### config.mk
export PLATFORM = sky130hd
export DESIGN_NAME = rgbw_mult_sched
export DESIGN_NICKNAME = d
export VERILOG_FILES = /design/src/rtl/rgbw_mult_sched.sv
export SDC_FILE = /design/constraint.sdc
export NUM_CORES = 1
export LEC_CHECK = 0
export BUFFER_PORTS_ARGS = -buffer_cell sky130_fd_sc_hd__buf_4
export CAP_MARGIN = 20
export CORE_ASPECT_RATIO = 1.5
export CORE_UTILIZATION = 56
export DETAILED_ROUTE_END_ITERATION = 12
export GPL_TIMING_DRIVEN = 0
export PLACE_DENSITY = 0.8
export SLEW_MARGIN = 20
export SYNTH_ARGS = -nofsm -noshare
export SYNTH_HDL_FRONTEND = slang
export SYNTH_SLANG_ARGS = --single-unit
### constraint.sdc
create_clock -name clk -period 3.2 [get_ports clk]
set_clock_uncertainty 0.2 [all_clocks]
set_input_delay 0.16 -clock clk [delete_from_list [all_inputs] [get_ports clk]]
set_output_delay 0.16 -clock clk [all_outputs]
set_load 0.05 [all_outputs]
### src/rtl/rgbw_mult_sched.sv
// Frame scheduler that scales four RGBW channel levels by a global intensity
// through a shared 8x8 multiplier, committing all four duties atomically.
module rgbw_mult_sched #(
    parameter int unsigned TIMEOUT = 15
) (
    input  logic        clk,
    input  logic        reset,
    input  logic        start,
    input  logic [7:0]  r,
    input  logic [7:0]  g,
    input  logic [7:0]  b,
    input  logic [7:0]  w,
    input  logic [7:0]  intensity,
    output logic        mult_ld,
    output logic [7:0]  mult_a,
    output logic [7:0]  mult_b,
    input  logic        mult_rdy,
    input  logic [15:0] mult_result,
    output logic [7:0]  duty_r,
    output logic [7:0]  duty_g,
    output logic [7:0]  duty_b,
    output logic [7:0]  duty_w,
    output logic        busy,
    output logic        done,
    output logic        err
);

    typedef enum logic [2:0] {
        ST_IDLE     = 3'd0,
        ST_LOAD     = 3'd1,
        ST_WAIT_RDY = 3'd2,
        ST_CAPTURE  = 3'd3,
        ST_WAIT_LOW = 3'd4,
        ST_COMMIT   = 3'd5
    } state_t;

    // Last wait-counter value before the next waiting cycle would reach TIMEOUT.
    localparam logic [7:0] WAIT_LAST = 8'(TIMEOUT - 1);

    // Round the 8.8 product to the nearest integer, clamping at full scale.
    function automatic logic [7:0] round_sat(input logic [15:0] prod);
        logic [8:0] sum;
        sum = {1'b0, prod[15:8]} + {8'd0, prod[7]};
        if (sum[8]) begin
            return 8'hFF;
        end else begin
            return sum[7:0];
        end
    endfunction

    state_t      state_r, state_s;
    logic [1:0]  ch_r, ch_s;
    logic [7:0]  chan_r [4];
    logic [7:0]  chan_s [4];
    logic [7:0]  stage_r [4];
    logic [7:0]  stage_s [4];
    logic [7:0]  duty_arr_r [4];
    logic [7:0]  duty_arr_s [4];
    logic [7:0]  inten_r, inten_s;
    logic [7:0]  wait_cnt_r, wait_cnt_s;
    logic        err_r, err_s;
    logic        abort_r, abort_s;
    logic        mult_ld_r, mult_ld_s;
    logic [7:0]  mult_a_r, mult_a_s;
    logic [7:0]  mult_b_r, mult_b_s;
    logic        done_r, done_s;
    logic        busy_r, busy_s;
    logic        timeout_s;
    logic        unused_lsb_s;

    assign unused_lsb_s = ^mult_result[6:0];
    assign timeout_s    = (wait_cnt_r == WAIT_LAST);

    // Next-state and next-output computation for every register.
    always_comb begin
        state_s    = state_r;
        ch_s       = ch_r;
        chan_s     = chan_r;
        stage_s    = stage_r;
        duty_arr_s = duty_arr_r;
        inten_s    = inten_r;
        wait_cnt_s = wait_cnt_r;
        err_s      = err_r;
        abort_s    = abort_r;
        mult_a_s   = mult_a_r;
        mult_b_s   = mult_b_r;
        done_s     = 1'b0;

        case (state_r)
            ST_IDLE: begin
                // After an abort, a still-high rdy would make the next load edge illegal.
                if (start && !(abort_r && mult_rdy)) begin
                    chan_s  = '{r, g, b, w};
                    inten_s = intensity;
                    err_s   = 1'b0;
                    abort_s = 1'b0;
                    ch_s    = 2'd0;
                    if (intensity == 8'd0) begin
                        stage_s = '{default: 8'd0};
                        state_s = ST_COMMIT;
                    end else if (intensity == 8'hFF) begin
                        stage_s = '{r, g, b, w};
                        state_s = ST_COMMIT;
                    end else begin
                        mult_a_s = r;
                        mult_b_s = intensity;
                        state_s  = ST_LOAD;
                    end
                end else begin
                    state_s = ST_IDLE;
                end
            end
            ST_LOAD: begin
                wait_cnt_s = 8'd0;
                state_s    = ST_WAIT_RDY;
            end
            ST_WAIT_RDY: begin
                if (mult_rdy) begin
                    state_s = ST_CAPTURE;
                end else if (timeout_s) begin
                    wait_cnt_s = wait_cnt_r + 8'd1;
                    stage_s    = '{default: 8'd0};
                    err_s      = 1'b1;
                    abort_s    = 1'b1;
                    ch_s       = 2'd0;
                    state_s    = ST_IDLE;
                end else begin
                    wait_cnt_s = wait_cnt_r + 8'd1;
                end
            end
            ST_CAPTURE: begin
                stage_s[ch_r] = round_sat(mult_result);
                wait_cnt_s    = 8'd0;
                state_s       = ST_WAIT_LOW;
            end
            ST_WAIT_LOW: begin
                if (!mult_rdy) begin
                    if (ch_r == 2'd3) begin
                        state_s = ST_COMMIT;
                    end else begin
                        ch_s     = ch_r + 2'd1;
                        mult_a_s = chan_r[ch_r + 2'd1];
                        mult_b_s = inten_r;
                        state_s  = ST_LOAD;
                    end
                end else if (timeout_s) begin
                    wait_cnt_s = wait_cnt_r + 8'd1;
                    stage_s    = '{default: 8'd0};
                    err_s      = 1'b1;
                    abort_s    = 1'b1;
                    ch_s       = 2'd0;
                    state_s    = ST_IDLE;
                end else begin
                    wait_cnt_s = wait_cnt_r + 8'd1;
                end
            end
            ST_COMMIT: begin
                duty_arr_s = stage_r;
                done_s     = 1'b1;
                ch_s       = 2'd0;
                state_s    = ST_IDLE;
            end
            default: begin
                state_s = ST_IDLE;
            end
        endcase

        // Load request tracks the destination state so it is a clean register output.
        mult_ld_s = (state_s == ST_LOAD) || (state_s == ST_WAIT_RDY);
        busy_s    = (state_s != ST_IDLE);
    end

    // State and output registers with asynchronous clear.
    always_ff @(posedge clk or negedge reset) begin
        if (!reset) begin
            state_r    <= ST_IDLE;
            ch_r       <= 2'd0;
            chan_r     <= '{default: 8'd0};
            stage_r    <= '{default: 8'd0};
            duty_arr_r <= '{default: 8'd0};
            inten_r    <= 8'd0;
            wait_cnt_r <= 8'd0;
            err_r      <= 1'b0;
            abort_r    <= 1'b0;
            mult_ld_r  <= 1'b0;
            mult_a_r   <= 8'd0;
            mult_b_r   <= 8'd0;
            done_r     <= 1'b0;
            busy_r     <= 1'b0;
        end else begin
            state_r    <= state_s;
            ch_r       <= ch_s;
            chan_r     <= chan_s;
            stage_r    <= stage_s;
            duty_arr_r <= duty_arr_s;
            inten_r    <= inten_s;
            wait_cnt_r <= wait_cnt_s;
            err_r      <= err_s;
            abort_r    <= abort_s;
            mult_ld_r  <= mult_ld_s;
            mult_a_r   <= mult_a_s;
            mult_b_r   <= mult_b_s;
            done_r     <= done_s;
            busy_r     <= busy_s;
        end
    end

    assign mult_ld = mult_ld_r;
    assign mult_a  = mult_a_r;
    assign mult_b  = mult_b_r;
    assign duty_r  = duty_arr_r[0];
    assign duty_g  = duty_arr_r[1];
    assign duty_b  = duty_arr_r[2];
    assign duty_w  = duty_arr_r[3];
    assign busy    = busy_r;
    assign done    = done_r;
    assign err     = err_r;

endmodule

======== Word-level counts from Yosys, hierarchy flattened ========
Cells that the tools add are included.
operators by class
  $add $sub $neg .......................... 3
  order comparisons ....................... 3
  eq/ne operators ......................... 19
  muxes and demuxes ....................... 54
  bitwise gates (word level) .............. 2
  reduce and logical (&&, ||, !) cells .... 20
operator list
  kind                                                  count
  two-way mux 32 bit                                    6
  two-way mux 8 bit                                     17
  one-hot mux 32 bit (4 select lines)                   1
  bitwise mux 32 bit                                    1
  one-hot mux 8 bit (2 select lines)                    2
  one-hot mux 8 bit (3 select lines)                    1
  two-way mux 3 bit                                     7
  binary-select mux 8 bit (select 2 bit)                1
  demux 8 bit (select 2 bit)                            1
  one-hot mux 3 bit (5 select lines)                    1
  inequality test 2 bit (second input constant)         7
  two-way mux 2 bit                                     5
  adder 8 x 1 -> 9 bit                                  1
  equality test 3 x 2 -> 1 bit (second input constant)  3
  nonzero test 3 bit                                    3
  adder 8 x 1 -> 8 bit (second input constant)          1
  equality test 8 x 4 -> 1 bit (second input constant)  1
  equality test 8 bit (second input constant)           1
  zero test 8 bit                                       1
  two-way mux 1 bit                                     8
  one-hot mux 2 bit (4 select lines)                    1
  AND reduction 4 bit                                   2
  nonzero test 4 bit                                    2
  equality test 3 x 1 -> 1 bit (second input constant)  2
  18 further kinds                                      25
word-level totals
  register bits ........................... 138
  bits of input ports ..................... 60
  output and inout port bits .............. 52
  word-level logic and storage cells ...... 124

======== Longest topological paths before layout ========
Gate-level depths: netlist (run 1).
  depth in word-level cells ............... 8
  gate-level depth with buffers ........... 10
  gate-level depth less buffers ........... 8

======== Worst setup path after synthesis (run 1) ========
No wires, ideal clock.
  kind .................................... register to register
  from .................................... register ch_r[0]
  to ...................................... register mult_a_r[0] (netlist: mult_a[0])
  library setup time ...................... 0.125 ns
  arrival ................................. 2.406 ns
  required time ........................... 2.875 ns
  slack ................................... 0.469 ns
  stages on the path, launching flop included .. 8
  path buffers ............................ 2
  clock period less this slack ............ 2.731 ns
  cells stage by stage .................... dfrtp_1 -> buf_1 -> inv_1 -> ha_1 -> clkbuf_1 -> mux4_2 -> mux2_2 -> mux2_4
between the ends
  word-level cells in the longest chain between the ends .. 8
  elaborated cells on any way between the ends .. 11
  those cells by class .................... 1 x add/sub; 2 x eq/ne; 6 x mux; 1 x bitwise; 1 x reduce/logical
ends and longest elaborated chain
  item                                                  RTL line  source
  from (decl)                                           52        logic [1:0] ch_r, ch_s;
  from (signal assigned)                                192       ch_r <= ch_s;
  adder 2 x 1 -> 2 bit                                  142       mult_a_s = chan_r[ch_r + 2'd1];
  inverter 2 -> 3 bit (implied by the code)             142
  binary-select mux 8 bit (select 2 bit)                142
  two-way mux 8 bit (implied by the code) (2 in a row)  142
  two-way mux 8 bit                                     138       if (ch_r == 2'd3) begin
  two-way mux 8 bit                                     137       if (!mult_rdy) begin
  one-hot mux 8 bit (2 select lines)                    89        case (state_r)
  to (signal assigned)                                  201       mult_a_r <= mult_a_s;
  to (decl)                                             64        logic [7:0] mult_a_r, mult_a_s;
Parallel ways exist; a longest one is shown, timed or not. The select of a mux whose other input is x is not followed.
A chain may end at the register's enable or synchronous reset.

======== Final worst setup path (run 1) ========
  from .................................... register ch_r[0]
  to ...................................... register mult_a_r[4] (netlist: mult_a[4])
The elaborated chain is that of the path after synthesis.

==> impl_metrics.toml, run 1 <==
[status]
status = "finished, final reports clean"

[layout]
regArea_um2 = 3453
fillers = 680
multi_input_area_um2 = 2813
final_util_pct = 76.45
syn2layout_area_growth_pct = 32.51
nets = 723
layout-drive-gt1-share_pct = 38.62
antenna_cells = 0
fin_cells = 815

[synth]
syn_area_um2 = 6412
postSynthAreaPerCell_um2 = 13.14
synth_compound_area_share_pct = 11.59
synth-edff-count = 0
ys_warn_count = 0
yosys.area_share.simple_pct = 7.317
syn_inst = 488
synthAdderAreaFrac_pct = 1.561
synth_xor_area_share_pct = 1.093
synth_top_family_by_area = "multiplexers"
synthArstFlopShare_pct = 100.0
synth_mux_area_share_pct = 22.30
synth_seq_area_share_pct = 53.85
syn_nets = 556
synth_cell_types = 48
ys.flop_type = "dfrtp_1"
synth-seq-cells = 138

[worst_hold_path]
hold_class = "input port to asynchronous set/reset pin"

[worst_setup_path]
critPathCapture = "mult_a[4]"
worst_r2r_endpoint = "mult_a[4]"
crit_chain = "buf_2 > inv_1 > ha_1 > clkbuf_1 > mux4_2 > mux2_2 > mux2_4"
reg2reg_depth = 7
critPathMaxFanout = 10
critPathKind = "flip-flop to flip-flop"
critPathLaunch = "ch_r[0]"
crit_path_end_kind = "flip-flop"
r2r-start = "ch_r[0]"
critPathSlowestCell = "dfrtp_1"
arrival_ps = 3040
required_ps = 3300
r2r_setup_slack_ps = 250
crit_path_max_incr_delay_ps = 460
worstSetupStartpointType = "flip-flop"

[sta]
timing.hold.ws_ps = 17.59
hold_viol_final = 0
finalCritPeriodShare_pct = 92.13
finalCriticalPeriod_ps = 2948
rsz0062_at_grt = "false"
slew_headroom_pct = 49.43
slew_violations = 0
worst_slack_ps = 251.9
tightest_slew_ps = 750.6
fin_tns_setup_ps = 0
setup_viol = 0
fmax_ghz = 0.3392

[detailed_routing]
via_per_inst = 6.023
wl_per_cell_um = 20.78
drt_iter0_drc = 341
vias = 4909
totalWireLength_um = 16930
drc = 0
drtAntennaViolNets = 0
drtPass1Iterations = 5

[pwr]
power_density_nw_per_um2 = 1142
p_leak_nw = 3.836
irDropWorstVdd_v = 0.0006665

[global_route]
grt_max_degree = 94
grt_overflow = 0
grt_antenna_before_repair = 0
grt_pass1_vias = 5176
grt.total_usage_pct = 31.21
grt_pass1_wl_um = 27270

[floorplan]
core_area_um2 = 11110
die_y_um = 133.1
io_pins = 112
rows = 47
die_area_um2 = 11890
initial_core_util_pct = 57.69
fp.dieW_um = 89.37

[place]
place_worst_setup_slack_ps = -7.396
placed_cells = 740
portBuffers = 104
place_congestion = 0.9129
hpwlAfterDp_um = 11460

[clocking]
cts-root-buf = "clkbuf_16"
cts_tree = "built"
cts_buffer_depth = 2
clkTransAtPathRegs_ps = 60
insertion_delay_ps = 410
cts_setup_buffers = 0
numCtsBuffers = 17
htreeDepth = 4
clock_sinks = 138

[flow_run]
cap_violations = 0
-- worst max-delay path, delay by kind of cell, from the launching register on --
family | cells | cell delay [ps]
DFF | 1 | 460
adders and majority gates | 1 | 290
muxes | 3 | 970
buffers and inverters | 3 | 910
-- state kept, by name, summed over array words and instances, names as in the netlist, 2 cells and up --
register / count
ch_r: 2
chan_r: 32
duty_b: 8
duty_g: 8
duty_r: 8
duty_w: 8
inten_r: 8
mult_a: 8
mult_b: 8
stage_r: 32
state_r: 3
wait_cnt_r: 8
-- logic make-up after synthesis --
group | after synthesis
AND/OR/NAND/NOR | 89
multiplexers | 116
adder cells (fa/ha/maj) | 8
AO/OA/AOI/OAI | 97
XOR/XNOR | 8
flip-flops | 138
buffers and inverters | 32
-- Yosys cell counts (2+ instances only) --
cell type    n  area [um2]
nand4_1      8       50.05
inv_1        6       22.52
or4_1        2       15.01
mux2_4      10       150.1
a2bb2oi_1    5       43.79
mux2i_1      3       30.03
and3_1       6       37.54
xnor2_1      2       17.52
nor2_1      28       105.1
mux2_2      95        1070
buf_1        6       22.52
nor3_1       5       25.02
clkbuf_1    16       60.06
a22oi_1     22       165.2
buf_2        2       10.01
and4_1       2       17.52
and2_1       2       12.51
o21ai_0      7       35.03
o2bb2ai_1   32       280.3
a21oi_1     12       60.06
o21a_1       4       30.03
nor2b_1      6       37.54
a31oi_1      2       12.51
xor2_1       6       52.55
nand2b_1     3       18.77
o21bai_1     4       30.03
ha_1         8       100.1
nand3_1      3       15.01
nand2_1     18       67.56
mux4_2       8       180.2
dfrtp_1    138        3453
-- per-layer routing --
metal / up-vias / share of wire [%] / track usage, % / wire length (um)
met1: 2421 / 38 / 36.66 / 6388
met2: 253 / 52 / 52.63 / 8761
met3: 71 / 5.8 / 6.737 / 975
met4: 0 / 4.8 / 16.05 / 807
li1: 2164 / - / - / -
met5: - / 0 / 0 / 0
-- area by class of cell --
type                       count  share of cell area [%]
sequential                   138                   40.64
multi-input combinational    318                   33.10
timing repair buffer         148                   14.67
clock buffer                  21                   5.419
clock inverter                11                   2.268
tap                          147                   2.165
buffer                        26                   1.473
inverter                       6                  0.2651
-- power breakdown --
group / switching, mW / leakage, nW / internal, mW
clock: 0.732 / 0.313 / 1.42
sequential: 0.511 / 1.70 / 2.57
combinational: 2.62 / 1.82 / 1.84
-- metrics by stage --
step / cell area (um2) / power [mW]
floorplan: 6412 / 6.131
global placement: 7377 / 7.252
detailed placement: 7412 / 7.408
CTS: 8497 / 9.666
global route: 8497 / 10.14
finish: 8497 / 9.701
-- worst min path at each step --
stage	startpoint	to	slack, ps	cells after the start
detailed placement	reset	wait_cnt_r[3]	-120	1
CTS	reset	wait_cnt_r[3]	40	2
global placement	w[1]	chan_r[1]	210	2
global route	reset	wait_cnt_r[3]	50	2
finish	reset	wait_cnt_r[3]	20	2
floorplan	reset	abort_r	-340	0
-- cell usage in the layout, fill, tap and decap left out, types with 6 or more instances in the layout --
master         count
clkbuf_1          18
a21oi_1           12
mux2_4            10
nand4_1            8
a22oi_1           22
nor2_1            28
dlygate4sd3_1     43
nor2b_1            6
and3_1             6
xor2_1             6
dfrtp_1          138
buf_4            103
ha_1               8
nand2_1           18
o21ai_0            7
mux2_2            95
mux4_2             8
o2bb2ai_1         32
clkbuf_16         17
inv_1              6
-- timing repair --
action | CTS | global route
hold endpoints to repair | 228 | 0
hold buffers | 43 | 0
setup endpoints to repair | 4 | 0
resized for setup | 1 | 0
No activity file was read; power rests on OpenSTA's default activity.
==> inputs of run 2 (changes only) <==
clock period = 3 ns   (was 3.2 ns; I/O delays follow)
==> impl_metrics.toml, run 2 (synthesis results as in run 1) <==
[worst_setup_path]
critPathKind = "input port to flip-flop"
worst_r2r_endpoint = "stage_r[26]"
crit_path_max_incr_delay_ps = 550
critPathSlowestCell = "dlygate4sd3_1"
critPathLaunch = "intensity[7]"
r2r_setup_slack_ps = 160
crit_path_end_kind = "flip-flop"
crit_chain = "dlygate4sd3_1 > buf_4 > or4_1 > nor2_1 > o21ai_0 > a211o_1 > clkbuf_1 > o21bai_1 > o2bb2ai_1"
r2r-start = "wait_cnt_r[0]"
reg2reg_depth = 9
critPathMaxFanout = 9
required_ps = 3090
critPathCapture = "stage_r[26]"
worstSetupStartpointType = "input port"
arrival_ps = 2950

[detailed_routing]
via_per_inst = 5.999
drt_iter0_drc = 367
drc = 0
drtPass1Iterations = 5
wl_per_cell_um = 20.86
drtAntennaViolNets = 0
totalWireLength_um = 16980
vias = 4883

[floorplan]
fp.dieW_um = 89.37
core_area_um2 = 11110
rows = 47
io_pins = 112
initial_core_util_pct = 57.69
die_area_um2 = 11890
die_y_um = 133.1

[global_route]
grt_pass1_vias = 5176
grt_max_degree = 94
grt_antenna_before_repair = 0
grt_overflow = 0
grt_pass1_wl_um = 27270
grt.total_usage_pct = 31.21

[layout]
antenna_cells = 0
syn2layout_area_growth_pct = 32.59
final_common_cell = "dfrtp_1"
layout_common_cells = "138 x dfrtp_1, 103 x buf_4, 95 x mux2_2, 43 x dlygate4sd3_1, 32 x o2bb2ai_1"
nets = 722
final_util_pct = 76.49
top_regs = "chan_r: 32 flops, stage_r: 32 flops"
layout-drive-gt1-share_pct = 39.13

[place]
place_congestion = 0.9129
portBuffers = 104
hpwlAfterDp_um = 11460

[pwr]
p_leak_nw = 3.837
power_density_nw_per_um2 = 1219
irDropWorstVdd_v = 0.0007159

[sta]
hold_viol_final = 0
finalCritPeriodShare_pct = 95.39
rsz0062_at_grt = "false"
finalCriticalPeriod_ps = 2862
fin_tns_setup_ps = 0
slew_violations = 0
fmax_ghz = 0.3495
setup_viol = 0
timing.hold.ws_ps = 7.159
slew_headroom_pct = 49.58
tightest_slew_ps = 748.4

[clocking]
clock_sinks = 138
cts_buffer_depth = 2
cts_setup_buffers = 0
cts-root-buf = "clkbuf_16"
cts_tree = "built"
numCtsBuffers = 17
clkTransAtPathRegs_ps = 60
insertion_delay_ps = 420
htreeDepth = 4

[status]
status = "finished, final reports clean"

[flow_run]
cap_violations = 0

[worst_hold_path]
hold_class = "input port to asynchronous set/reset pin"
-- run 2: changes by cell type in the layout (fill, tap and decap cells not counted) --
cell | previous run | this run
clkbuf_2 | 0 | 1
o21bai_1 | 4 | 2
o21bai_2 | 0 | 2
clkbuf_1 | 18 | 16
-- run 2: report_power, final --
group | leakage (nW) | switching (mW) | total, mW | internal, mW
logic | 1.82 | 2.80 | 4.77 | 1.97
clock network | 0.313 | 0.790 | 2.31 | 1.52
registers | 1.70 | 0.544 | 3.28 | 2.74
-- run 2: worst max-delay path: cells and delay by family --
family / cells / cell delay [ps]
AOI/OAI and AO/OA: 4 / 1050
buffers and inverters: 3 / 940
and+or+nand+nor: 2 / 790
-- run 2: final cells by class --
class,instances,area (um2)
Inverter,6,22.52
Tap cell,147,183.9
Clock inverter,11,192.7
Sequential cell,138,3453
Multi-Input combinational cell,318,2820
Clock buffer,21,460.4
Fill cell,678,2613
Timing Repair Buffer,148,1246
Buffer,25,122.6
-- run 2: layer usage --
layer	wire (um)	track usage, %	vias to the layer above
met2	8881	52.63	234
met1	6471	36.66	2432
li1	-	-	2161
met4	741	16.05	0
met5	0	0	-
met3	881	6.737	56
-- run 2: how the worst min path moves through the flow --
stage           from             to  slack (ps)  cells past startpoint
6_report       reset  wait_cnt_r[3]           7                      2
5_1_grt        reset  wait_cnt_r[3]          40                      2
4_1_cts        reset  wait_cnt_r[3]          30                      2
3_5_place_dp   reset  wait_cnt_r[3]        -130                      1
3_3_place_gp    w[1]      chan_r[1]         200                      2
2_1_floorplan  reset        abort_r        -350                      0
-- run 2: what timing repair did --
item | 4_1_cts | 5_1_grt
endpoints found under the hold margin | 228 | 0
hold buffers | 43 | 0
setup endpoints to repair | 8 | 22
gates resized for setup | 1 | 4
gates cloned | 0 | 0
-- run 2: stage by stage --
step                setup slack, ps  cell area (um2)  total power [mW]  cells
finish                        138.4             8502             10.36    814
global route                  11.98             8502             10.82    814
CTS                           91.03             8497             10.31    815
detailed placement           -207.4             7412             7.902    740
global placement             -147.2             7377             7.735    739
floorplan                     268.6             6412             6.540    488
